--- src/rtl/arm_pkg.sv ---
// Shared types and constants for the Armstrong-number generator: FSM states,
// decimal place values and the digit power table (d^1, d^2, d^3 for d = 0..9).
package arm_pkg;

    typedef enum logic [2:0] {
        StIdle,
        StLoad,
        StHund,
        StTens,
        StSum,
        StEmit,
        StFin
    } arm_state_e;

    localparam int unsigned Hundred = 100;
    localparam int unsigned Ten     = 10;

    // Three entries per digit, ordered by power 1, 2, 3.
    localparam logic [9:0] PowTab [30] = '{
        10'd0, 10'd0,  10'd0,
        10'd1, 10'd1,  10'd1,
        10'd2, 10'd4,  10'd8,
        10'd3, 10'd9,  10'd27,
        10'd4, 10'd16, 10'd64,
        10'd5, 10'd25, 10'd125,
        10'd6, 10'd36, 10'd216,
        10'd7, 10'd49, 10'd343,
        10'd8, 10'd64, 10'd512,
        10'd9, 10'd81, 10'd729
    };

    function automatic logic [9:0] digit_pow(input logic [3:0] digit, input logic [1:0] power);
        logic [9:0] res;
        res = '0;
        if (digit <= 4'd9 && power != 2'd0) begin
            res = PowTab[int'(digit) * 3 + int'(power) - 1];
        end
        return res;
    endfunction

endpackage

--- src/rtl/arm_digit_pow.sv ---
// Combinational digit^power lookup (digit 0..9, power 1..3) from the package table.
module arm_digit_pow
    import arm_pkg::*;
(
    input  logic [3:0] digit_i,
    input  logic [1:0] power_i,
    output logic [9:0] pow_o
);

    assign pow_o = digit_pow(digit_i, power_i);

endmodule

--- src/rtl/arm_gen.sv ---
// Armstrong-number scanner: walks candidates 0..MAX_NUM, emits matches on a valid/ready port.
// Optional feature macro ARM_GEN_COUNT_EN builds the transfer counter; otherwise count is 0.
module arm_gen
    import arm_pkg::*;
#(
    parameter int unsigned MAX_NUM = 999,
    parameter int unsigned W       = 10
) (
    input  logic         clk,
    input  logic         rst,
    input  logic         start,
    output logic [W-1:0] num,
    output logic         num_valid,
    input  logic         num_ready,
    output logic         busy,
    output logic         done,
    output logic [W-1:0] count
);

    localparam logic [W-1:0] HundW = W'(Hundred);
    localparam logic [W-1:0] TenW  = W'(Ten);
    localparam logic [W-1:0] MaxW  = W'(MAX_NUM);

    arm_state_e   state_q;
    logic [W-1:0] cand_q;
    logic [W-1:0] rem_q;
    logic [W-1:0] num_q;
    logic [3:0]   hund_q;
    logic [3:0]   tens_q;
    logic         num_valid_q;
    logic         busy_q;
    logic         done_q;

    logic [1:0]   ndig;
    logic [9:0]   pow_h;
    logic [9:0]   pow_t;
    logic [9:0]   pow_u;
    logic [11:0]  pow_sum;
    logic         match;
    logic         last;

    always_comb begin
        ndig = 2'd1;
        if (cand_q >= HundW) begin
            ndig = 2'd3;
        end else if (cand_q >= TenW) begin
            ndig = 2'd2;
        end
    end

    // In SUM the remainder has been reduced below ten, so it is the units digit.
    arm_digit_pow u_pow_h (.digit_i(hund_q),     .power_i(ndig), .pow_o(pow_h));
    arm_digit_pow u_pow_t (.digit_i(tens_q),     .power_i(ndig), .pow_o(pow_t));
    arm_digit_pow u_pow_u (.digit_i(rem_q[3:0]), .power_i(ndig), .pow_o(pow_u));

    assign pow_sum = 12'(pow_h) + 12'(pow_t) + 12'(pow_u);
    assign match   = (32'(pow_sum) == 32'(cand_q));
    assign last    = (cand_q == MaxW);

    always_ff @(posedge clk) begin
        if (rst) begin
            state_q     <= StIdle;
            cand_q      <= '0;
            rem_q       <= '0;
            num_q       <= '0;
            hund_q      <= '0;
            tens_q      <= '0;
            num_valid_q <= 1'b0;
            busy_q      <= 1'b0;
            done_q      <= 1'b0;
        end else begin
            unique case (state_q)
                StIdle: begin
                    if (start) begin
                        cand_q  <= '0;
                        busy_q  <= 1'b1;
                        state_q <= StLoad;
                    end
                end
                StLoad: begin
                    rem_q   <= cand_q;
                    hund_q  <= '0;
                    tens_q  <= '0;
                    state_q <= StHund;
                end
                StHund: begin
                    if (rem_q >= HundW) begin
                        rem_q  <= rem_q - HundW;
                        hund_q <= hund_q + 4'd1;
                    end else begin
                        state_q <= StTens;
                    end
                end
                StTens: begin
                    if (rem_q >= TenW) begin
                        rem_q  <= rem_q - TenW;
                        tens_q <= tens_q + 4'd1;
                    end else begin
                        state_q <= StSum;
                    end
                end
                StSum: begin
                    if (match) begin
                        num_q       <= cand_q;
                        num_valid_q <= 1'b1;
                        state_q     <= StEmit;
                    end else if (last) begin
                        done_q  <= 1'b1;
                        state_q <= StFin;
                    end else begin
                        cand_q  <= cand_q + 1'b1;
                        state_q <= StLoad;
                    end
                end
                StEmit: begin
                    if (num_ready) begin
                        num_valid_q <= 1'b0;
                        if (last) begin
                            done_q  <= 1'b1;
                            state_q <= StFin;
                        end else begin
                            cand_q  <= cand_q + 1'b1;
                            state_q <= StLoad;
                        end
                    end
                end
                StFin: begin
                    done_q  <= 1'b0;
                    busy_q  <= 1'b0;
                    state_q <= StIdle;
                end
                default: begin
                    state_q <= StIdle;
                end
            endcase
        end
    end

`ifdef ARM_GEN_COUNT_EN
    logic [W-1:0] count_q;

    always_ff @(posedge clk) begin
        if (rst) begin
            count_q <= '0;
        end else if (state_q == StIdle && start) begin
            count_q <= '0;
        end else if (state_q == StEmit && num_ready) begin
            count_q <= count_q + 1'b1;
        end
    end

    assign count = count_q;
`else
    assign count = '0;
`endif

    assign num       = num_q;
    assign num_valid = num_valid_q;
    assign busy      = busy_q;
    assign done      = done_q;

endmodule

--- config.mk ---
export PLATFORM = sky130hd
export DESIGN_NAME = arm_gen
export DESIGN_NICKNAME = d
export VERILOG_FILES = /design/src/rtl/arm_pkg.sv /design/src/rtl/arm_digit_pow.sv /design/src/rtl/arm_gen.sv
export SDC_FILE = /design/constraint.sdc
export NUM_CORES = 1
export LEC_CHECK = 0
export BUFFER_PORTS_ARGS = -buffer_cell sky130_fd_sc_hd__buf_2
export CAP_MARGIN = 20
export CORE_MARGIN = 2
export CORE_UTILIZATION = 60
export DETAILED_ROUTE_END_ITERATION = 8
export GPL_ROUTABILITY_DRIVEN = 0
export GPL_TIMING_DRIVEN = 0
export PLACE_DENSITY = 0.86
export SYNTH_ARGS = -nofsm -noshare
export SYNTH_HDL_FRONTEND = slang
export SYNTH_HIERARCHICAL = 1
export SYNTH_SLANG_ARGS = --single-unit
--- constraint.sdc ---
create_clock -name clk -period 8.7 [get_ports clk]
set_input_delay 2.61 -clock clk [delete_from_list [all_inputs] [get_ports clk]]
set_output_delay 2.61 -clock clk [all_outputs]
set_load 0.005 [all_outputs]
==> summary.md <==
| Metric | Value |
|---|---|
| Crit path launch type | flip-flop |
| Achievable Freq | 124.5 MHz |
| First-pass GRT wire length | 23090 um |
| RSZ-0062 raised after global routing | false |
| Syn Inst Count | 716 |
| Post-detailed-route count of antenna-violating nets | 0 |
| Switch share | 49.14% |
| Cell-internal power | 0.0005203 W |
| Drt drc | 0 |
| Min Hold Slack | 0.4711 ns |
| Filler cells | 758 |
| Number of vias in the routed layout | 5512 |
| GR Util All Layers | 27.57% |
| Final wirelength | 14180 um |
| Nets@finish | 833 |
| Final Skew | 0.005502 ns |
| H-tree depth | 2 |
| Rel. slew slack | 47.32% |
| Multi-input gate area | 4372 um2 |
| Crit-path max FO | 10 |
| Bufs on Longest Clock Path | 2 |
| Slew @ Worst Pin | 0.7702 ns |
| Clock root cell | clkbuf_8 |
| Main flop type after synthesis | dfxtp_1 |
| Crit. End Element | flip-flop |
| Avg Inst Size Synth | 7.885 um2 |
| Post-CTS Hold Buffers | 0 |
| Starting Density | 61.39% |
| Register area | 880.8 um2 |
| Post-Syn Area | 5645 um2 |
| Fin. Hold Viols | 0 |
| Core ar. | 9196 um2 |
| DP Wirelength | 10710 um |
| Data arrival time of the critical path | 8.19 ns |
| Antenna cells | 0 |
| Logic gate share of total power | 64.8% |
| Reg clk slew, reported paths | 0.08 ns |
| Setup Crit Path Kind | flip-flop to flip-flop |
| Initial antenna violation count | 0 |
| CTS tree | yes |
| Dpl cells | 852 |
| Die span in y | 101 um |
| Die Area | 10200 um2 |
| Layout cells sized above 1 | 9.492% |
| EDFF count, synth | 0 |
| Largest net degree at the start of global routing | 14 |
| Grt ovf | 0 |
| Starting DRT DRC Count | 422 |
| Average routed wire per standard cell | 16.50 um |
| Period minus WS final | 8.029 ns |
| Latest clock arrival within the worst-skew pair | 0.30 ns |
| TNS Setup | 0 ns |
| 1st-pass router iterations | 5 |
| Worst min-delay path category | flip-flop to flip-flop |
| Worst vdd ir | 0.0001596 V |
| IO Count | 27 |
| Final setup viols | 0 |
| Flop pwr share | 23.0% |
| Pwr dens | 171.1 nW/um2 |
| CTS buffer count | 5 |
| Sequential fraction of the synthesis area | 15.60% |
| Commonest non-fill, non-tap cells in the layout | 69 x nor2_1, 64 x ha_1, 50 x a21oi_1 |
| Fraction of registers with async set/reset | 0% |
| Sw power | 0.0005026 W |
| Die Wd | 101 um |
| Max-slew violation count | 0 |
| Post-cts sizing count | 0 |
| Vias per cell | 6.417 |
| Syn-to-layout area delta | 5.917% |
| Maxcap violations | 0 |
| Leakage Power | 2.592 nW |
| Post CTS Setup Buffer Count | 0 |
| Clock network power share | 12.2% |
| Port Buf Inserts | 16 |
| Ys Warns | 6 |
| Vias in the first global route | 5083 |
| Row count | 35 |
| CTS Sinks | 44 |
| Cell Count, Final, Fillers Out | 859 |
| Status | finished, final reports clean |
| Tcrit/Tclk final | 92.29% |
| Unique cell type count in the Yosys netlist | 76 |
| Worst path required time | 8.86 ns |
| Most common cell after layout, fill and taps aside | nor2_1 |
| FF+latch count, synth | 44 |
## synth_stat cells (all sizes together), types with 9 or more instances
master | count | area, um2
nor3 | 27 | 135.1
nand3 | 16 | 80.08
mux2i | 24 | 240.2
a211oi | 15 | 112.6
or3 | 9 | 57.56
clkbuf | 26 | 97.59
inv | 44 | 165.2
buf | 20 | 163.9
xor2 | 16 | 140.1
nand2 | 45 | 168.9
nor2b | 19 | 118.9
o21ai | 38 | 190.2
a31oi | 12 | 75.07
nand2b | 10 | 65.06
nor2 | 69 | 259.0
ha | 64 | 800.8
a21o | 9 | 70.07
nand4 | 12 | 75.07
fa | 17 | 340.3
xnor2 | 23 | 224.0
a21oi | 50 | 250.2
dfxtp | 44 | 880.8
## power by group through the flow
| stage | clock, W | sequential [W] | combinational (W) |
|---|---|---|---|
| 2_1_floorplan | 0 | 0.000234 | 0.000499 |
| 3_3_place_gp | 0 | 0.000238 | 0.000613 |
| 3_5_place_dp | 0 | 0.000240 | 0.000638 |
| 4_1_cts | 0.000125 | 0.000235 | 0.000644 |
| 5_1_grt | 0.000135 | 0.000237 | 0.000720 |
| 6_report | 0.000124 | 0.000235 | 0.000663 |
## worst max-delay path, stage by stage (launching register included)
cell,delay [ns]
dfxtp_1,0.30
clkbuf_1,0.28
nor3_1,0.34
nand3_1,0.42
fa_1,0.65
ha_1,0.18
inv_1,0.06
fa_1,0.55
clkbuf_1,0.32
nor3b_1,0.39
xnor2_1,0.32
or3_1,0.44
a21oi_1,0.28
fa_1,0.45
ha_1,0.24
fa_1,0.49
xor2_1,0.18
nor4_2,0.26
nand4b_1,0.16
nor4b_2,0.36
nand4_1,0.26
or4b_4,0.56
buf_6,0.17
mux2i_1,0.16
nor2_1,0.06
## stage by stage
stage                     setup WS [ns]  cell area, um2  utilization (%)  power (W)
after detailed placement         0.7942            5898            64.14  0.0008778
final                            0.6709            5979            65.02   0.001023
after global placement            1.086            5898            64.14  0.0008508
after global routing             0.3274            5979            65.02   0.001092
after CTS                        0.7648            5979            65.02   0.001004
after floorplan                   2.022            5679                -  0.0007332
## area by class of cell
cell class                 count  share of cell area [%]
multi-input combinational    591                   73.11
sequential                    44                   14.73
buffer                        46                   4.373
inverter                      44                   2.762
tap                          111                   2.323
timing repair buffer          16                   1.339
clock buffer                   5                   1.151
clock inverter                 2                  0.2092
## path summary, 6_finish.rpt
check	cells after the start	from	end	slack, ns
setup reg to reg	24	cand_q[4]	num[9]	0.67
hold / removal	1	done	done	0.47
hold reg to reg	1	done	done	0.47
setup / recovery	24	cand_q[4]	num[9]	0.67
## layer usage
layer / track usage, % / part of all wire (%)
met5: 0 / 0
met3: 1.942 / 7.8
met4: 10.71 / 3.1
met2: 48.31 / 48
met1: 35.37 / 41
## cells by family (layout without fill, tap and decap cells)
family                     count (synthesis)  count (layout)  share of synthesized area (%)
buffers and inverters                     90             113                          7.557
and+or+nand+nor                          244             244                          22.07
xor gates and xnor gates                  39              39                          6.449
AOI/OAI and AO/OA                        189             189                          22.98
DFF                                       44              44                          15.60
other                                      1              10                        0.06643
muxes                                     28              28                          5.053
adders and majority gates                 81              81                          20.21
## sequential cells by signal, indices dropped and copies added, names as in the netlist
signal	count
busy	1
rem_q	10
num	10
tens_q	4
num_valid	1
done	1
cand_q	10
state_q	3
hund_q	4
Power figures use the tool's default switching activity.
